**config.mk**
```make
export PLATFORM = sky130hd
export DESIGN_NAME = alt_vipcti131_common_sync_filter
export DESIGN_NICKNAME = d
export VERILOG_FILES = /design/src/rtl/alt_vipcti131_common_sync_filter.sv
export SDC_FILE = /design/constraint.sdc
export NUM_CORES = 1
export LEC_CHECK = 0
export ABC_AREA = 1
export CAP_MARGIN = 20
export CORE_AREA = 2 2 39 41
export DETAILED_ROUTE_END_ITERATION = 8
export DIE_AREA = 0 0 41 43
export HOLD_SLACK_MARGIN = 0.12
export PLACE_DENSITY = 0.46
export SKIP_CTS_REPAIR_TIMING = 1
export SLEW_MARGIN = 20
export SYNTH_ARGS = -nofsm -noshare
export SYNTH_HDL_FRONTEND = slang
export SYNTH_SLANG_ARGS = --single-unit
```
**constraint.sdc**
```tcl
create_clock -name sync_clock -period 0.9 [get_ports sync_clock]
set_input_delay 0.135 -clock sync_clock [delete_from_list [all_inputs] [get_ports sync_clock]]
set_output_delay 0.135 -clock sync_clock [all_outputs]
set_load 0.02 [all_outputs]
```
**src/rtl/alt_vipcti131_common_sync_filter.sv**
```systemverilog
// alt_vipcti131_common_sync_filter
// Multi-channel synchroniser with a per-channel consecutive-sample glitch
// filter and registered rise/fall/changed edge pulses. Every channel is
// independent; the filter state is implied by comparing the sampled value
// with data_out (equal = STABLE, different = PENDING).
`timescale 1ns/1ps

module alt_vipcti131_common_sync_filter #(
  parameter int               CLOCKS_ARE_SAME = 0,
  parameter int               WIDTH           = 1,
  parameter int               SYNC_STAGES     = 2,
  parameter int               FILTER_CYCLES   = 1,
  parameter logic [WIDTH-1:0] RESET_VALUE     = '0
) (
  input  logic             sync_clock,
  input  logic             rst_n,
  input  logic [WIDTH-1:0] data_in,
  output logic [WIDTH-1:0] data_out,
  output logic [WIDTH-1:0] rise_pulse,
  output logic [WIDTH-1:0] fall_pulse,
  output logic             changed
);

  // Counter holds the number of differing samples already seen; a width of
  // one bit is kept when no filtering is requested so the logic stays legal.
  localparam int              CNT_W    = (FILTER_CYCLES > 1) ? $clog2(FILTER_CYCLES) : 1;
  localparam logic [CNT_W-1:0] CNT_LAST = CNT_W'(FILTER_CYCLES - 1);

  logic [WIDTH-1:0] w_sampled;
  logic [WIDTH-1:0] w_update;
  logic [CNT_W-1:0] w_countNext [WIDTH];

  logic [CNT_W-1:0] r_count [WIDTH];
  logic [WIDTH-1:0] r_dataOut;
  logic [WIDTH-1:0] r_rise;
  logic [WIDTH-1:0] r_fall;
  logic             r_changed;

  generate
    if (CLOCKS_ARE_SAME == 0) begin : g_sync
      (* altera_attribute = "-name SYNCHRONIZER_IDENTIFICATION FORCED_IF_ASYNCHRONOUS; -name SDC_STATEMENT set_false_path -to [get_keepers {*alt_vipcti131_common_sync_filter*r_syncFirst*}]" *)
      logic [WIDTH-1:0] r_syncFirst;
      (* altera_attribute = "-name SYNCHRONIZER_IDENTIFICATION FORCED_IF_ASYNCHRONOUS" *)
      logic [WIDTH-1:0] r_syncRest [SYNC_STAGES-1];

      // Flop chain that carries the asynchronous inputs into sync_clock.
      always_ff @(posedge sync_clock or negedge rst_n) begin
        if (!rst_n) begin
          r_syncFirst <= RESET_VALUE;
          for (int s = 0; s < SYNC_STAGES - 1; s++) begin
            r_syncRest[s] <= RESET_VALUE;
          end
        end else begin
          r_syncFirst   <= data_in;
          r_syncRest[0] <= r_syncFirst;
          for (int s = 1; s < SYNC_STAGES - 1; s++) begin
            r_syncRest[s] <= r_syncRest[s-1];
          end
        end
      end

      assign w_sampled = r_syncRest[SYNC_STAGES-2];
    end else begin : g_bypass
      // Source is already in this clock domain, so no chain is needed.
      assign w_sampled = data_in;
    end
  endgenerate

  // Decide per channel whether this edge commits an update or just counts.
  always_comb begin
    w_update = '0;
    for (int i = 0; i < WIDTH; i++) begin
      w_countNext[i] = '0;
      if (w_sampled[i] != r_dataOut[i]) begin
        if (r_count[i] == CNT_LAST) begin
          w_update[i] = 1'b1;
        end else begin
          w_countNext[i] = r_count[i] + CNT_W'(1);
        end
      end
    end
  end

  // Stability counters; any return to the current output clears them.
  always_ff @(posedge sync_clock or negedge rst_n) begin
    if (!rst_n) begin
      for (int i = 0; i < WIDTH; i++) begin
        r_count[i] <= '0;
      end
    end else begin
      for (int i = 0; i < WIDTH; i++) begin
        r_count[i] <= w_countNext[i];
      end
    end
  end

  // Filtered output and the edge pulses that mark its first updated cycle.
  always_ff @(posedge sync_clock or negedge rst_n) begin
    if (!rst_n) begin
      r_dataOut <= RESET_VALUE;
      r_rise    <= '0;
      r_fall    <= '0;
      r_changed <= 1'b0;
    end else begin
      r_dataOut <= (r_dataOut & ~w_update) | (w_sampled & w_update);
      r_rise    <= w_update & w_sampled;
      r_fall    <= w_update & ~w_sampled;
      r_changed <= |w_update;
    end
  end

  assign data_out   = r_dataOut;
  assign rise_pulse = r_rise;
  assign fall_pulse = r_fall;
  assign changed    = r_changed;

endmodule
```
==> results.txt <==
Pin placement for this block handled 7 I/O pins. For this run, the number of Yosys warnings is 0. The tools report the total iterations of the first detailed-routing run as 1. By area, the combinational part of the netlist is dominated by adder cells.

The cell area that synthesis handed to floorplanning was 210 µm². Summed over all layers, the routed wires come to 328 µm. The run gives 1760 µm² as the die footprint. The later pin in the worst-skew pair is clocked with a latency of 0.25 ns. The logs give -0.0244 ns for the least setup slack across all paths after layout and 0.358 for the portion of total power attributed to the clock network. The logs give 0 for the number of antenna violations at the first check in global routing and 0 for the max-cap check violation count.

The root buffer cell chosen for the clock tree is sky130_fd_sc_hd__clkbuf_4. Path category of the worst min-delay check: in -> async. The first global-routing pass estimated 420 µm of wire.

Power spread over the standard cell area amounts to 2100 nW/µm². Traced cell by cell, the critical path runs through buf_6. The run gives 0.00663 ns as the largest clock skew in the final design. The effective utilization at floorplan was 0.152; the synthesized flop and latch total was 6.

The count of inserted antenna diode cells is 0. Combinational group share of total power: 0.222. The run finished, with violations left. The run gives 7 as the largest net degree at the start of global routing. The area share of xor/xnor cells in the synthesized design works out to 0. Setup repair after global routing could not meet its margin everywhere. The shortest clock period the worst path allows after layout is 0.924 ns. The largest total area in the synthesized netlist belongs to sky130_fd_sc_hd__dfrtp_1. Fraction of the mapped netlist area in adder cells: 0.179. After the first detailed-routing iteration, the DRC count stood at 0. Internal power comes to 0.000558 W.

Along the worst path, the maximum fanout reaches 2. Once placement completed, the tool counted placed cells totaling 38. On the critical path, the stage with the largest delay is an instance of sky130_fd_sc_hd__dfrtp_2. The fraction of final layout cells with drive strength greater than 1 works out to 0.538. The floorplan step set the die width to 41 µm. The worst setup path is of the reg -> out kind. In this run the critical register-to-register path is launched from data_out. In this design, the stage delay of the slowest critical-path cell is 0.41 ns. The worst-case IR drop observed on VDD is 578 µV. In this run the mean area of a mapped cell was 14.0 µm². The layout overhead on the synthesized area came out at 72.0%. The logic depth of the worst register-to-register path is 4, and the normalized max-slew margin is 0.824.

Clock-pin slew was measured on the worst setup and hold paths at 0.05 ns. The tools report the arrival time at the worst endpoint as 0.79 ns. By area the synthesized netlist is led by sky130_fd_sc_hd__dfrtp_1 71%, sky130_fd_sc_hd__ha_1 18%, sky130_fd_sc_hd__inv_1 8.9%, sky130_fd_sc_hd__nand2_1 1.8%. The post-route clock period utilization works out to 1.03. TritonCTS built the clock tree.

The core region is 1380 µm². At the end of routability-driven placement, the weighted congestion stood at 0.529. The area share of and/or/nand/nor cells after synthesis works out to 0.0179. Excluding fillers, the count of instances in the completed layout stands at 42. The run gives 0.714 as the share of synthesized area occupied by flip-flops and latches. The final reports fail on setup timing. No sink is reached through more buffers than the 2 on the longest clock path. During placement, the flow inserted port buffers numbering 6. The number of vias per cell came out at 3.07. The analysis attributes to cell leakage a power of 0.172 nW.

The post-layout utilization of the core was 0.261; the number of remaining DRC errors was 0. The filler cell count in the final layout was 153. The share of synthesized area spent on multiplexers was 0; the distinct cell type count after synthesis was 4.

The reg-to-reg critical path endpoint was changed. Timing would allow up to 1.08 GHz. The post-detailed-route count of antenna-violating nets was 0; the measured slew at the worst slew-check pin was 0.264 ns. The total overflow left after global routing is 0.

Detailed routing inserted a total of 129 vias. The number of global-route vias before repair is 122. Summed over all nets, the switching power comes to 0.000200 W.

Category of cells accounting for the largest share of critical-path delay: flip-flops. The count of buffer and inverter cells on the critical path is 1, and the row count is 14. The count of pins over their slew limit is 0, and the register-to-register setup slack is 0 ns. Estimated wirelength of the detail-placed design: 229 µm.

The logs give 1 for the total of endpoints with negative setup slack in the final report and 6 for the count of clock tree sinks. The run gives 1 as the deepest level of the CTS H-tree. After detailed routing, the average wire length per cell comes to 7.81 µm. The overall power was 0.000758 W. Sequential power share: 0.421. The post-synthesis net count was 21. The capturing element type of the critical path is an output port. The net count of the finished layout is 33. The data required time at the worst endpoint came out at 0.76 ns.

The vertical die dimension was 43 µm. The launching element type of the critical path is a register. The compound-cell area share of the yosys netlist was 0.

Share of the synthesized area in the top cell type: 0.714. The final hold violation count is 0. The post-synthesis instance total is 15, and the switching power share of the total is 0.263. The number of clock buffers added by TritonCTS is 3. The global routing usage summed across all routing layers was 0.0455.
[power by group through the flow]
stage / clock (W) / combinational, W / sequential (W)
6_report: 0.000271 / 0.000168 / 0.000319
5_1_grt: 0.000299 / 0.000185 / 0.000321
4_1_cts: 0.000285 / 0.000134 / 0.000311
3_5_place_dp: 0 / 0.000133 / 0.000315
3_3_place_gp: 0 / 0.000134 / 0.000313
2_1_floorplan: 0 / 0.0000209 / 0.000350
[state kept, by name (all words and copies together) (netlist names)]
signal              flops
changed                 1
data_out                1
fall_pulse              1
g_sync.r_syncFirst      1
g_sync.r_syncRest       1
rise_pulse              1
[stage by stage]
step                area (µm²)  setup WS (ns)  hold WS [ns]  setup TNS (ns)
global placement           299         -0.159         0.340          -0.542
global route               362        -0.0490         0.135         -0.0841
detailed placement         299         -0.167         0.343          -0.559
finish                     362        -0.0244         0.123         -0.0244
CTS                        325         -0.443         0.124           -1.67
floorplan                  211         0.0213        -0.161               0
[synthesized netlist by cell type]
| cell | instances |
|---|---|
| sky130_fd_sc_hd__dfrtp_1 | 6 |
| sky130_fd_sc_hd__inv_1 | 5 |
| sky130_fd_sc_hd__ha_1 | 3 |
| sky130_fd_sc_hd__nand2_1 | 1 |
[how the worst max path moves through the flow]
| stage | start | to | slack (ns) | cells past startpoint |
|---|---|---|---|---|
| global route | data_out | data_out | -0.05 | 1 |
| detailed placement | data_out | data_out | -0.17 | 1 |
| finish | data_out | data_out | -0.02 | 1 |
| CTS | data_out | data_out | -0.44 | 1 |
| floorplan | data_out | changed | 0.02 | 3 |
| global placement | data_out | data_out | -0.16 | 1 |
[layout by cell type, fill, tap and decap left out]
cell / n
sky130_fd_sc_hd__ha_1: 1
sky130_fd_sc_hd__clkbuf_1: 1
sky130_fd_sc_hd__inv_1: 2
sky130_fd_sc_hd__clkdlybuf4s50_1: 2
sky130_fd_sc_hd__ha_4: 2
sky130_fd_sc_hd__dfrtp_2: 1
sky130_fd_sc_hd__inv_2: 2
sky130_fd_sc_hd__inv_4: 1
sky130_fd_sc_hd__buf_6: 5
sky130_fd_sc_hd__nand2_1: 1
sky130_fd_sc_hd__dfrtp_1: 5
sky130_fd_sc_hd__clkbuf_4: 3
[area by class of cell]
cell class / instances / area, µm² / share of cell area
clock buffer: 4 / 26.3 / 0.0727
inverter: 5 / 21.3 / 0.0588
multi-input combinational: 4 / 66.3 / 0.183
sequential: 6 / 151 / 0.419
tap: 16 / 20.0 / 0.0554
timing repair buffer: 7 / 76.3 / 0.211
[logic make-up after synthesis]
| group | Yosys count |
|---|---|
| flip-flops | 6 |
| buffers and inverters | 5 |
| adder cells (fa/ha/maj) | 3 |
| AND/OR/NAND/NOR | 1 |
[routing by layer]
layer / part of all wire / GRT usage / wire (µm)
met2: 0.48 / 0.0563 / 159
met3: 0.13 / 0.0471 / 42
met1: 0.38 / 0.0297 / 126
met4: 0 / 0.0600 / 0
met5: 0 / 0 / 0
Note: power is estimated with default switching activity, not from simulation.
